--- src/rtl/spi_pwm_regs_pkg.sv ---
// Shared constants for the SPI-fed PWM register bank: address map, CTRL bit layout,
// and the prescaler terminal-count helper.
package spi_pwm_regs_pkg;

   localparam logic [1:0] ADDR_CTRL   = 2'd0;
   localparam logic [1:0] ADDR_DUTY   = 2'd1;
   localparam logic [1:0] ADDR_PERIOD = 2'd2;
   localparam logic [1:0] ADDR_COUNT  = 2'd3;

   localparam int EN_BIT    = 0;
   localparam int POL_BIT   = 1;
   localparam int PRESC_LSB = 2;
   localparam int PRESC_MSB = 3;

   localparam logic [7:0] RST_PERIOD_DEF = 8'hFF;

   // Terminal count of the prescaler: a tick every 2^presc clocks.
   function automatic logic [2:0] presc_mask(input logic [1:0] presc);
      logic [2:0] one;
      one = 3'd1;
      return (one << presc) - 3'd1;
   endfunction

endpackage

--- src/rtl/spi_pwm_regs_if.sv ---
// SPI slave register port: SCLK-domain address/data/write level in, registered read data out.
interface spi_pwm_regs_if;
   logic [1:0] spi_addr;
   logic [7:0] spi_data_wr;
   logic       spi_wr_en;
   logic [7:0] spi_data_rd;

   modport master (output spi_addr, spi_data_wr, spi_wr_en, input spi_data_rd);
   modport slave  (input spi_addr, spi_data_wr, spi_wr_en, output spi_data_rd);
endinterface

--- src/rtl/spi_pwm_regs_pwm_core.sv ---
// PWM engine: prescaler, 8-bit period counter, wrap-loaded shadow duty/period, registered output.
module spi_pwm_regs_pwm_core
   import spi_pwm_regs_pkg::*;
#(
   parameter logic [7:0] RST_PERIOD = RST_PERIOD_DEF
) (
   input  logic       clk,
   input  logic       rst_n,
   input  logic       en,
   input  logic       pol,
   input  logic [1:0] presc,
   input  logic [7:0] duty,
   input  logic [7:0] period,
   output logic [7:0] count,
   output logic       pwm_out,
   output logic       period_end
);

   logic [2:0] presc_cnt;
   logic [1:0] presc_act;
   logic [7:0] sh_duty;
   logic [7:0] sh_period;
   logic       tick;

   // presc_act is only reloaded when the prescaler clears, so a PRESC change never
   // strands presc_cnt above its terminal count.
   assign tick = en & (presc_cnt == presc_mask(presc_act));

   always_ff @(posedge clk or negedge rst_n) begin
      if (!rst_n) begin
         presc_cnt  <= '0;
         presc_act  <= '0;
         count      <= '0;
         sh_duty    <= '0;
         sh_period  <= RST_PERIOD;
         period_end <= 1'b0;
      end else if (!en) begin
         presc_cnt  <= '0;
         presc_act  <= presc;
         count      <= '0;
         sh_duty    <= duty;
         sh_period  <= period;
         period_end <= 1'b0;
      end else begin
         period_end <= 1'b0;
         if (tick) begin
            presc_cnt <= '0;
            presc_act <= presc;
            if (count == sh_period) begin
               count      <= '0;
               sh_duty    <= duty;
               sh_period  <= period;
               period_end <= 1'b1;
            end else begin
               count <= count + 8'd1;
            end
         end else begin
            presc_cnt <= presc_cnt + 3'd1;
         end
      end
   end

   always_ff @(posedge clk or negedge rst_n) begin
      if (!rst_n) pwm_out <= 1'b0;
      else        pwm_out <= pol ^ (en & (count < sh_duty));
   end

endmodule

--- src/rtl/spi_pwm_regs.sv ---
// System-clock register bank behind an SPI slave: synchronises the write level into a
// single write pulse, holds CTRL/DUTY/PERIOD, serves registered read data, drives the PWM.
module spi_pwm_regs
   import spi_pwm_regs_pkg::*;
#(
   parameter int         SYNC_STAGES = 2,
   parameter logic [7:0] RST_PERIOD  = RST_PERIOD_DEF
) (
   input  logic           clk,
   input  logic           rst_n,
   spi_pwm_regs_if.slave  spi,
   output logic           pwm_out,
   output logic           period_end
);

   logic [SYNC_STAGES-1:0] wr_sync;
   logic                   wr_hist;
   logic                   wr_pulse;
   logic [3:0]             ctrl_q;
   logic [7:0]             duty_q;
   logic [7:0]             period_q;
   logic [7:0]             count;
   logic [7:0]             rd_mux;

   // spi_wr_en is a level from the SCLK domain; the edge detector turns each high level
   // into exactly one write, however long CS is held.
   always_ff @(posedge clk or negedge rst_n) begin
      if (!rst_n) begin
         wr_sync <= '0;
         wr_hist <= 1'b0;
      end else begin
         wr_sync <= {wr_sync[SYNC_STAGES-2:0], spi.spi_wr_en};
         wr_hist <= wr_sync[SYNC_STAGES-1];
      end
   end

   assign wr_pulse = wr_sync[SYNC_STAGES-1] & ~wr_hist;

   // Address and data are quasi-static by the time the pulse appears, so they are
   // sampled directly; decoding only on wr_pulse keeps a dropped write harmless.
   always_ff @(posedge clk or negedge rst_n) begin
      if (!rst_n) begin
         ctrl_q   <= '0;
         duty_q   <= '0;
         period_q <= RST_PERIOD;
      end else if (wr_pulse) begin
         case (spi.spi_addr)
            ADDR_CTRL:   ctrl_q   <= spi.spi_data_wr[3:0];
            ADDR_DUTY:   duty_q   <= spi.spi_data_wr;
            ADDR_PERIOD: period_q <= spi.spi_data_wr;
            default:     ;
         endcase
      end
   end

   always_comb begin
      rd_mux = '0;
      case (spi.spi_addr)
         ADDR_CTRL:   rd_mux = {4'b0000, ctrl_q};
         ADDR_DUTY:   rd_mux = duty_q;
         ADDR_PERIOD: rd_mux = period_q;
         ADDR_COUNT:  rd_mux = count;
         default:     rd_mux = '0;
      endcase
   end

   always_ff @(posedge clk or negedge rst_n) begin
      if (!rst_n) spi.spi_data_rd <= '0;
      else        spi.spi_data_rd <= rd_mux;
   end

   spi_pwm_regs_pwm_core #(
      .RST_PERIOD (RST_PERIOD)
   ) u_pwm_core (
      .clk        (clk),
      .rst_n      (rst_n),
      .en         (ctrl_q[EN_BIT]),
      .pol        (ctrl_q[POL_BIT]),
      .presc      (ctrl_q[PRESC_MSB:PRESC_LSB]),
      .duty       (duty_q),
      .period     (period_q),
      .count      (count),
      .pwm_out    (pwm_out),
      .period_end (period_end)
   );

endmodule
--- src/flat_wrapper.sv ---
// flat-port wrapper written by rule: the top's interface ports become plain ports
module spi_pwm_regs_flat import spi_pwm_regs_pkg::*;
#(
   parameter int         SYNC_STAGES = 2,
   parameter logic [7:0] RST_PERIOD  = RST_PERIOD_DEF
)
  (clk, rst_n, pwm_out, period_end, spi_spi_addr, spi_spi_data_wr, spi_spi_wr_en, spi_spi_data_rd);
  spi_pwm_regs_if spi_i ();
  input  logic clk;
  input  logic rst_n;
  output logic pwm_out;
  output logic period_end;
  input wire logic [$bits(spi_i.spi_addr)-1:0] spi_spi_addr;
  input wire logic [$bits(spi_i.spi_data_wr)-1:0] spi_spi_data_wr;
  input wire logic [$bits(spi_i.spi_wr_en)-1:0] spi_spi_wr_en;
  output wire logic [$bits(spi_i.spi_data_rd)-1:0] spi_spi_data_rd;
  assign spi_i.spi_addr = spi_spi_addr;
  assign spi_i.spi_data_wr = spi_spi_data_wr;
  assign spi_i.spi_wr_en = spi_spi_wr_en;
  assign spi_spi_data_rd = spi_i.spi_data_rd;
  spi_pwm_regs #(.SYNC_STAGES(SYNC_STAGES), .RST_PERIOD(RST_PERIOD)) u_core (.clk(clk), .rst_n(rst_n), .spi(spi_i), .pwm_out(pwm_out), .period_end(period_end));
endmodule
--- config.mk ---
export PLATFORM = sky130hd
export DESIGN_NAME = spi_pwm_regs_flat
export DESIGN_NICKNAME = d
export VERILOG_FILES = /design/src/rtl/spi_pwm_regs_pkg.sv /design/src/rtl/spi_pwm_regs_if.sv /design/src/rtl/spi_pwm_regs_pwm_core.sv /design/src/rtl/spi_pwm_regs.sv /design/src/flat_wrapper.sv
export SDC_FILE = /design/constraint.sdc
export NUM_CORES = 1
export LEC_CHECK = 0
export ABC_AREA = 1
export CORE_AREA = 2 2 108 110
export DETAILED_ROUTE_END_ITERATION = 8
export DIE_AREA = 0 0 110 112
export PLACE_DENSITY = 0.46
export SETUP_SLACK_MARGIN = 0.5
export SYNTH_ARGS = -nofsm -noshare
export SYNTH_HDL_FRONTEND = slang
export SYNTH_SLANG_ARGS = --single-unit
--- constraint.sdc ---
create_clock -name clk -period 1.6 [get_ports clk]
set_input_delay 0.4 -clock clk [delete_from_list [all_inputs] [get_ports clk]]
set_output_delay 0.4 -clock clk [all_outputs]
set_load 0.02 [all_outputs]
* After elaboration in Yosys (flattened, before gate mapping) *
Cells that the tools add are included.

storage, ports and cells
  register bits = 62
  word-level logic and storage cells = 52

cells by class
  $add $sub $neg = 3
  magnitude comparators = 1
  equality and inequality tests = 7
  shift operators = 1
  multiplexer cells = 17
  bitwise logic cells = 5
  reductions and logical operators = 5

operator list
  operator                                          count
  2-to-1 mux 8 bit                                  9
  one-hot mux 8 bit (4 select lines)                1
  adder 8 x 1 -> 8 bit, second input constant       1
  == test 8 bit                                     1
  less-than comparator 8 bit                        1
  AND reduction 2 bit                               4
  2-to-1 mux 3 bit                                  2
  == test 2 bit, second input constant              2
  2-to-1 mux 2 bit                                  2
  != test 2 bit, second input constant              2
  adder 3 x 1 -> 3 bit, second input constant       1
  bitwise AND 1 bit                                 3
  == test 3 bit                                     1
  2-to-1 mux 1 bit                                  3
  left shift 1 x 2 -> 3 bit, first input constant   1
  subtractor 3 x 1 -> 3 bit, second input constant  1
  == test 2 x 1 -> 1 bit, second input constant     1
  logical NOT 2 bit                                 1
  inverter 1 bit                                    1
  bitwise XOR 1 bit                                 1

* Longest topological paths before layout *
Gate-level depths: netlist (run 1).

  depth in word-level cells = 6
  depth in mapped cells = 11
  mapped depth without buffers = 10

* Hierarchy *
A second synthesis (run 1) with hierarchy kept.

second synthesis, totals
  cells, all modules = 379
  area, all modules = 3155.5 um2

modules (own cells, without submodules)
  module                 times used  cells each  area each (um2)
  spi_pwm_regs_pwm_core  1           230         1799.2
  spi_pwm_regs           1           149         1356.3

* Worst setup path before layout (run 1) *
Ideal clock, no wire load.

  kind = reg2reg
  from = register u_core.u_pwm_core.count[2]
  to = register u_core.u_pwm_core.sh_duty[0]
  data arrival time = 1.314 ns
  required time = 1.484 ns
  path slack = 0.169 ns
  cell stages (with the launch flop) = 11
  path buffers = 2
  cell sequence = dfrtp_1 buf_4 xnor2_2 nand2_1 nor2_2 nand2_4 nand2_8 nand2_4 buf_6 nand2_1 nand2_1

between the ends
  word-level cells in the longest chain between the ends = 3

ends and longest elaborated chain
  item                           line                         RTL
  start, declared                spi_pwm_regs_pwm_core.sv:14  output logic [7:0] count,
  start signal, assigned         spi_pwm_regs_pwm_core.sv:55  count <= count + 8'd1;
  == test 8 bit                  spi_pwm_regs_pwm_core.sv:49  if (count == sh_period) begin
  != test 2 bit (no line)        n/a
  AND reduction 2 bit (no line)  n/a
  end signal, assigned           spi_pwm_regs_pwm_core.sv:41  sh_duty <= duty;
  end signal, assigned           spi_pwm_regs_pwm_core.sv:51  sh_duty <= duty;
  end, declared                  spi_pwm_regs_pwm_core.sv:21  logic [7:0] sh_duty;

No other way between the ends.
A chain may end at the register's enable or synchronous reset.

* Final worst setup path (run 1) *
  from = register u_core.u_pwm_core.sh_period[4]
  to = register u_core.u_pwm_core.sh_period[0]

between the ends
  word-level cells in the longest chain between the ends = 3

ends and longest elaborated chain
  item                           line                         RTL
  start, declared                spi_pwm_regs_pwm_core.sv:22  logic [7:0] sh_period;
  start signal, assigned         spi_pwm_regs_pwm_core.sv:42  sh_period <= period;
  start signal, assigned         spi_pwm_regs_pwm_core.sv:52  sh_period <= period;
  == test 8 bit                  spi_pwm_regs_pwm_core.sv:49
  != test 2 bit (no line)        n/a
  AND reduction 2 bit (no line)  n/a

No other way between the ends.

==> results of run 1 <==
## worst max-delay path, cell delays in order (launching register included)
cell	delay (ns)
dfstp_2	0.56
xnor2_2	0.13
nand2_2	0.09
nor2_4	0.14
nand2_4	0.08
nand2_8	0.13
buf_12	0.15
nand3_2	0.07
nand2_1	0.06
## worst paths after layout
check	from	end	slack, ns
worst max-delay path	u_core.u_pwm_core.sh_period[4]$_DFFE_PN1P_	u_core.u_pwm_core.sh_period[0]$_DFFE_PN1P_	0.13
worst min-delay path	rst_n	u_core.duty_q[6]$_DFFE_PN0P_	0.07
worst max register to register	u_core.u_pwm_core.sh_period[4]$_DFFE_PN1P_	u_core.u_pwm_core.sh_period[0]$_DFFE_PN1P_	0.13
worst min register to register	u_core.wr_sync[0]$_DFF_PN0_	u_core.wr_sync[1]$_DFF_PN0_	0.35
max in group asynchronous	rst_n	u_core.period_q[3]$_DFFE_PN1P_	1.20
min in group clk	u_core.wr_sync[0]$_DFF_PN0_	u_core.wr_sync[1]$_DFF_PN0_	0.35
## kinds of logic after synthesis
| kind of cell | Yosys count | synth area share |
|---|---|---|
| xor+xnor | 9 | 0.0284 |
| flops | 62 | 0.517 |
| fa+ha+maj | 9 | 0.0370 |
| buf+inv | 47 | 0.0712 |
| simple gates | 200 | 0.286 |
| compound gates | 31 | 0.0609 |
## flip-flops by register name, indices dropped and copies added, names as in the netlist
| signal | cells |
|---|---|
| u_core.ctrl_q | 4 |
| u_core.duty_q | 8 |
| u_core.period_q | 8 |
| u_core.spi.spi_data_rd | 8 |
| u_core.u_pwm_core.count | 8 |
| u_core.u_pwm_core.period_end | 1 |
| u_core.u_pwm_core.presc_act | 2 |
| u_core.u_pwm_core.presc_cnt | 3 |
| u_core.u_pwm_core.pwm_out | 1 |
| u_core.u_pwm_core.sh_duty | 8 |
| u_core.u_pwm_core.sh_period | 8 |
| u_core.wr_hist | 1 |
| u_core.wr_sync | 2 |
## repair_timing
item,in CTS,in global routing
resized for setup,83,70
setup buffers,2,4
endpoints found under the setup margin,69,52
pin swaps,5,36
cloned,4,2
hold endpoints to repair,0,0
## power breakdown
part / internal, mW / switching [mW]
logic: 1.12 / 1.35
registers: 2.03 / 0.359
clock network: 1.37 / 0.737
## cells in the mapped netlist (all sizes together)
cell       n  area, um2
o2111ai    2       17.5
a31oi      1       6.26
o211ai     3       22.5
ha         9        113
nand4     12       75.1
o21ai     22        121
xor2       3       26.3
dfrtp     46       1150
nand2    148        587
inv       37        139
nand3     20        100
xnor2      6       60.1
dfstp     16        420
clkbuf     1       3.75
a21oi      2       10.0
o21bai     1       7.51
buf        9       73.8
nand3b     2       27.5
nor2      18       80.1
## metal layers
metal,up-vias,GRT usage,share of wire
li1,1259,-,-
met1,1173,0.182,0.46
met2,50,0.193,0.47
met3,12,0.0351,0.049
met4,0,0.0430,0.017
met5,-,0,0
## layout make-up
| type | instances | share of cell area |
|---|---|---|
| clock buffer | 9 | 0.0519 |
| timing repair buffer | 51 | 0.130 |
| multi-input combinational | 252 | 0.358 |
| sequential | 62 | 0.364 |
| inverter | 37 | 0.0337 |
| tap | 143 | 0.0412 |
| clock inverter | 7 | 0.0225 |
## metrics by stage
stage / hold WS [ns] / setup TNS [ns] / utilization / total power [mW]
floorplan: 0.104 / 0 / - / 3.55
global placement: 0.335 / -0.0151 / 0.322 / 4.11
detailed placement: 0.341 / -0.0563 / 0.322 / 4.14
CTS: 0.0909 / 0 / 0.367 / 6.67
global route: 0.101 / 0 / 0.389 / 7.41
finish: 0.0659 / 0 / 0.389 / 6.97
==> impl_metrics.env, run 1 <==
export IMPL_fillCellCount=1126
export IMPL_layout_setup_ws_ns=0.127
export IMPL_cts_tree="done"
export IMPL_powerDensity_mw_per_mm2=1600
export IMPL_start_kind="flop"
export IMPL_cts_sinks=62
export IMPL_drv_slew=0
export IMPL_crit_fanout=8
export IMPL_postSynthAreaPerCell_um2=8.50
export IMPL_ff2ff_path_depth=8
export IMPL_grt_pass1_wl_mm=12.3
export IMPL_multi_input_area_mm2=0.00155
export IMPL_pre_cts_ws_ns=-0.0342
export IMPL_yosysWarnings=0
export IMPL_clkTransAtPathRegs_ns=0.06
export IMPL_design_core_area_mm2=0.0112
export IMPL_drt_initial_drc_count=98
export IMPL_grt_usage=0.130
export IMPL_wire_per_inst_um=13.4
export IMPL_post_route_cells_drive_above_1_share=0.354
export IMPL_cts_inserted_buffers=9
export IMPL_finalNetCount=435
export IMPL_slew_headroom=0.770
export IMPL_hold_violations=0
export IMPL_fp_row_count=39
export IMPL_dpl_cell_count=533
export IMPL_clock_latency_ns=0.33
export IMPL_end_kind="flop"
export IMPL_grt_pass1_vias=2429
export IMPL_stdcell_area_mm2=0.00434
export IMPL_hold_class="input port to async pin"
export IMPL_setup_violations_final=0
export IMPL_crit_type="flop to flop"
export IMPL_seqCellArea_mm2=0.00158
export IMPL_ys_types=28
export IMPL_place_area_mm2=0.00359
export IMPL_status="finished, final reports clean"
export IMPL_layout_commonest_cell="nand2_1"
export IMPL_ys_seq_elements=62
export IMPL_post_route_period_util=0.921
export IMPL_finalCriticalPeriod_ns=1.47
export IMPL_drt_first_pass_iters=4
export IMPL_viasPerCell=4.45
export IMPL_antenna_found_initial=0
export IMPL_mostFrequentLayoutCells="nand2_1, dfrtp_1, inv_1"
export IMPL_hold_buffers=0
export IMPL_syn_num_nets=380
export IMPL_fp_dieArea_mm2=0.0123
export IMPL_antenna_left=0
export IMPL_routed_wl_mm=7.51
export IMPL_max_freq_ghz=0.679
export IMPL_drc=0
export IMPL_ys_seq_area_frac=0.517
export IMPL_n_antenna_cell=0
export IMPL_rsz0062_at_grt="yes"
export IMPL_p_leak_nw=2.11
export IMPL_max_cap_violations=0
export IMPL_peakVddDrop_mv=0.577
export IMPL_dieWidth_um=110
export IMPL_cts_buffer_depth=2
export IMPL_cts_root_buf="clkbuf_16"
export IMPL_synth_area_mm2=0.00304
export IMPL_layout_area_overhead_vs_synth_pct=42.8
export IMPL_instances_no_fill=561
export IMPL_cp_arrival_ns=1.74
export IMPL_start_util=0.272
export IMPL_dp_hpwl_mm=4.99
export IMPL_worstPathRequired_ns=1.87
export IMPL_finClkSkew_ns=0.00345
export IMPL_io_pins=23
export IMPL_worst_slew_pin_slew_ns=0.344
export IMPL_vias=2494
export IMPL_portBuffers=22
export IMPL_grt_remaining_overflow=0
export IMPL_grt_max_degree=63
export IMPL_postSynthCellCount=358
export IMPL_place_congestion=0.766
export IMPL_die_h_um=112
export IMPL_htreeDepth=3
Note: power is estimated with default switching activity, not from simulation.
==> run 2, diff against run 1 <==
CELL_PAD_IN_SITES_DETAIL_PLACEMENT = 0   (was unset)
CELL_PAD_IN_SITES_GLOBAL_PLACEMENT = 1   (was unset)
PLACE_DENSITY = 0.49   (was 0.46)
==> impl_metrics.env, run 2 (synthesis results as in run 1) <==
export IMPL_viasPerCell=4.37
export IMPL_grt_met3_usage=0.0246
export IMPL_cts_buffer_depth=2
export IMPL_hold_buffers=0
export IMPL_max_cap_violations=0
export IMPL_grt_max_degree=63
export IMPL_p_leak_nw=2.10
export IMPL_die_h_um=112
export IMPL_instances_no_fill=565
export IMPL_mostFrequentLayoutCells="nand2_1, dfrtp_1, inv_1"
export IMPL_antenna_found_initial=0
export IMPL_finalCriticalPeriod_ns=1.43
export IMPL_post_route_period_util=0.892
export IMPL_fillCellCount=1146
export IMPL_layout_commonest_cell="nand2_1"
export IMPL_setup_violations_final=0
export IMPL_design_power_total_mw=6.70
export IMPL_clkTransAtPathRegs_ns=0.05
export IMPL_critPathSlowestCell="dfrtp_2"
export IMPL_cp_arrival_ns=1.70
export IMPL_portBuffers=22
export IMPL_cp_num_buf_inv=2
export IMPL_wire_per_inst_um=13.7
export IMPL_drv_slew=0
export IMPL_rsz0062_at_grt="yes"
export IMPL_drt_first_pass_iters=4
export IMPL_max_freq_ghz=0.700
export IMPL_grt_usage=0.143
export IMPL_cts_root_buf="clkbuf_16"
export IMPL_start_kind="flop"
export IMPL_routed_wl_mm=7.76
export IMPL_worst_slew_pin_slew_ns=0.351
export IMPL_antenna_left=0
export IMPL_layout_setup_ws_ns=0.172
export IMPL_cts_inserted_buffers=9
export IMPL_path_delay_family="simple AND/OR/NAND/NOR gates"
export IMPL_io_pins=23
export IMPL_drc=0
export IMPL_cp_slowest_stage_delay_ns=0.45
export IMPL_worstPathRequired_ns=1.88
export IMPL_start_util=0.272
export IMPL_end_kind="flop"
export IMPL_dp_hpwl_mm=5.36
export IMPL_met2_usage=0.216
export IMPL_layout_area_overhead_vs_synth_pct=39.0
export IMPL_grt_pass1_wl_mm=13.3
export IMPL_slew_headroom=0.766
export IMPL_peakVddDrop_mv=0.514
export IMPL_hold_violations=0
export IMPL_busiest_layer="met2"
export IMPL_dieWidth_um=110
export IMPL_post_route_cells_drive_above_1_share=0.308
export IMPL_vias=2469
export IMPL_design_core_area_mm2=0.0112
export IMPL_clock_latency_ns=0.33
export IMPL_place_congestion=0.729
export IMPL_whs_ns=0.0734
export IMPL_status="finished, final reports clean"
export IMPL_finClkSkew_ns=0.00445
export IMPL_drt_initial_drc_count=52
export IMPL_grt_remaining_overflow=0
export IMPL_crit_type="flop to flop"
export IMPL_grt_pass1_vias=2541
export IMPL_crit_fanout=7
export IMPL_powerDensity_mw_per_mm2=1580
export IMPL_crit_chain="nand2_2 -> nor2_1 -> nand3b_4 -> o21ai_4 -> buf_12 -> buf_8 -> nand3_1 -> nand2_1"
export IMPL_hold_class="input port to async pin"
export IMPL_finalNetCount=439
export IMPL_cts_tree="done"
export IMPL_n_antenna_cell=0
export IMPL_htreeDepth=3
export IMPL_dpl_cell_count=535
export IMPL_cts_sinks=62
export IMPL_pre_cts_ws_ns=-0.0839
export IMPL_fp_row_count=39
export IMPL_fp_dieArea_mm2=0.0123
export IMPL_grt_use_met1=0.199
## run 2: cell count changes in the layout (fill, tap and decap cells not counted), moves of 3 or more
cell	previous run	this run
o21ai_1	9	6
buf_4	16	24
nand2_1	122	132
nand3_1	6	17
nand2_2	19	10
inv_2	5	2
nor2_2	6	2
nand3_2	12	3
## run 2: metal layers
metal / wire length [um] / share of wire
met5: 0 / 0
met2: 3620 / 0.47
met3: 184 / 0.024
met1: 3760 / 0.48
met4: 189 / 0.024
## run 2: cell type report
| type | count | area (um2) | share of cell area |
|---|---|---|---|
| Multi-Input combinational cell | 251 | 1440 | 0.339 |
| Clock buffer | 11 | 253 | 0.0598 |
| Inverter | 37 | 149 | 0.0352 |
| Sequential cell | 62 | 1580 | 0.374 |
| Timing Repair Buffer | 56 | 574 | 0.136 |
| Clock inverter | 5 | 57.6 | 0.0136 |
| Tap cell | 143 | 179 | 0.0423 |
## run 2: stage by stage
step	util	cell area (um2)	setup TNS, ns
2_1_floorplan	-	3100	0
3_3_place_gp	0.323	3610	-0.263
3_5_place_dp	0.323	3610	-0.643
4_1_cts	0.367	4100	0
5_1_grt	0.378	4230	0
6_report	0.378	4230	0
## run 2: worst paths after layout
| kind | startpoint | end | slack [ns] | cells past startpoint |
|---|---|---|---|---|
| max | u_core.u_pwm_core.presc_act[1]$_DFFE_PN0P_ | u_core.u_pwm_core.sh_period[7]$_DFFE_PN1P_ | 0.17 | 8 |
| min | rst_n | u_core.u_pwm_core.presc_act[0]$_DFFE_PN0P_ | 0.07 | 2 |
| max reg2reg | u_core.u_pwm_core.presc_act[1]$_DFFE_PN0P_ | u_core.u_pwm_core.sh_period[7]$_DFFE_PN1P_ | 0.17 | 8 |
| min reg2reg | u_core.wr_sync[0]$_DFF_PN0_ | u_core.wr_sync[1]$_DFF_PN0_ | 0.36 | 0 |
| max in group asynchronous | rst_n | u_core.u_pwm_core.sh_period[5]$_DFFE_PN1P_ | 1.18 | 2 |
| min in group clk | u_core.wr_sync[0]$_DFF_PN0_ | u_core.wr_sync[1]$_DFF_PN0_ | 0.36 | 0 |
## run 2: worst register-to-register path, cell delays in order, from the launching register on
cell	delay [ns]
dfrtp_2	0.45
nand2_2	0.09
nor2_1	0.04
nand3b_4	0.16
o21ai_4	0.15
buf_12	0.18
buf_8	0.13
nand3_1	0.10
nand2_1	0.08
## run 2: timing repair
item | CTS | global route
setup endpoints to repair | 69 | 58
cloned | 4 | 0
buffers inserted | 5 | 5
resized for setup | 85 | 40
pin swaps | 8 | 15
## run 2: report_power, final
part | switching (mW) | leakage (nW) | internal (mW) | total, mW
Clock | 0.735 | 0.144 | 1.29 | 2.02
Sequential | 0.341 | 0.754 | 2.03 | 2.38
Combinational | 1.25 | 1.20 | 1.05 | 2.30
==> run 3, diff against run 2 <==
SLEW_MARGIN = 15   (was unset)
==> results of run 3 <==
Same layout as run 2: the final DEF is identical, and so are final timing and power.
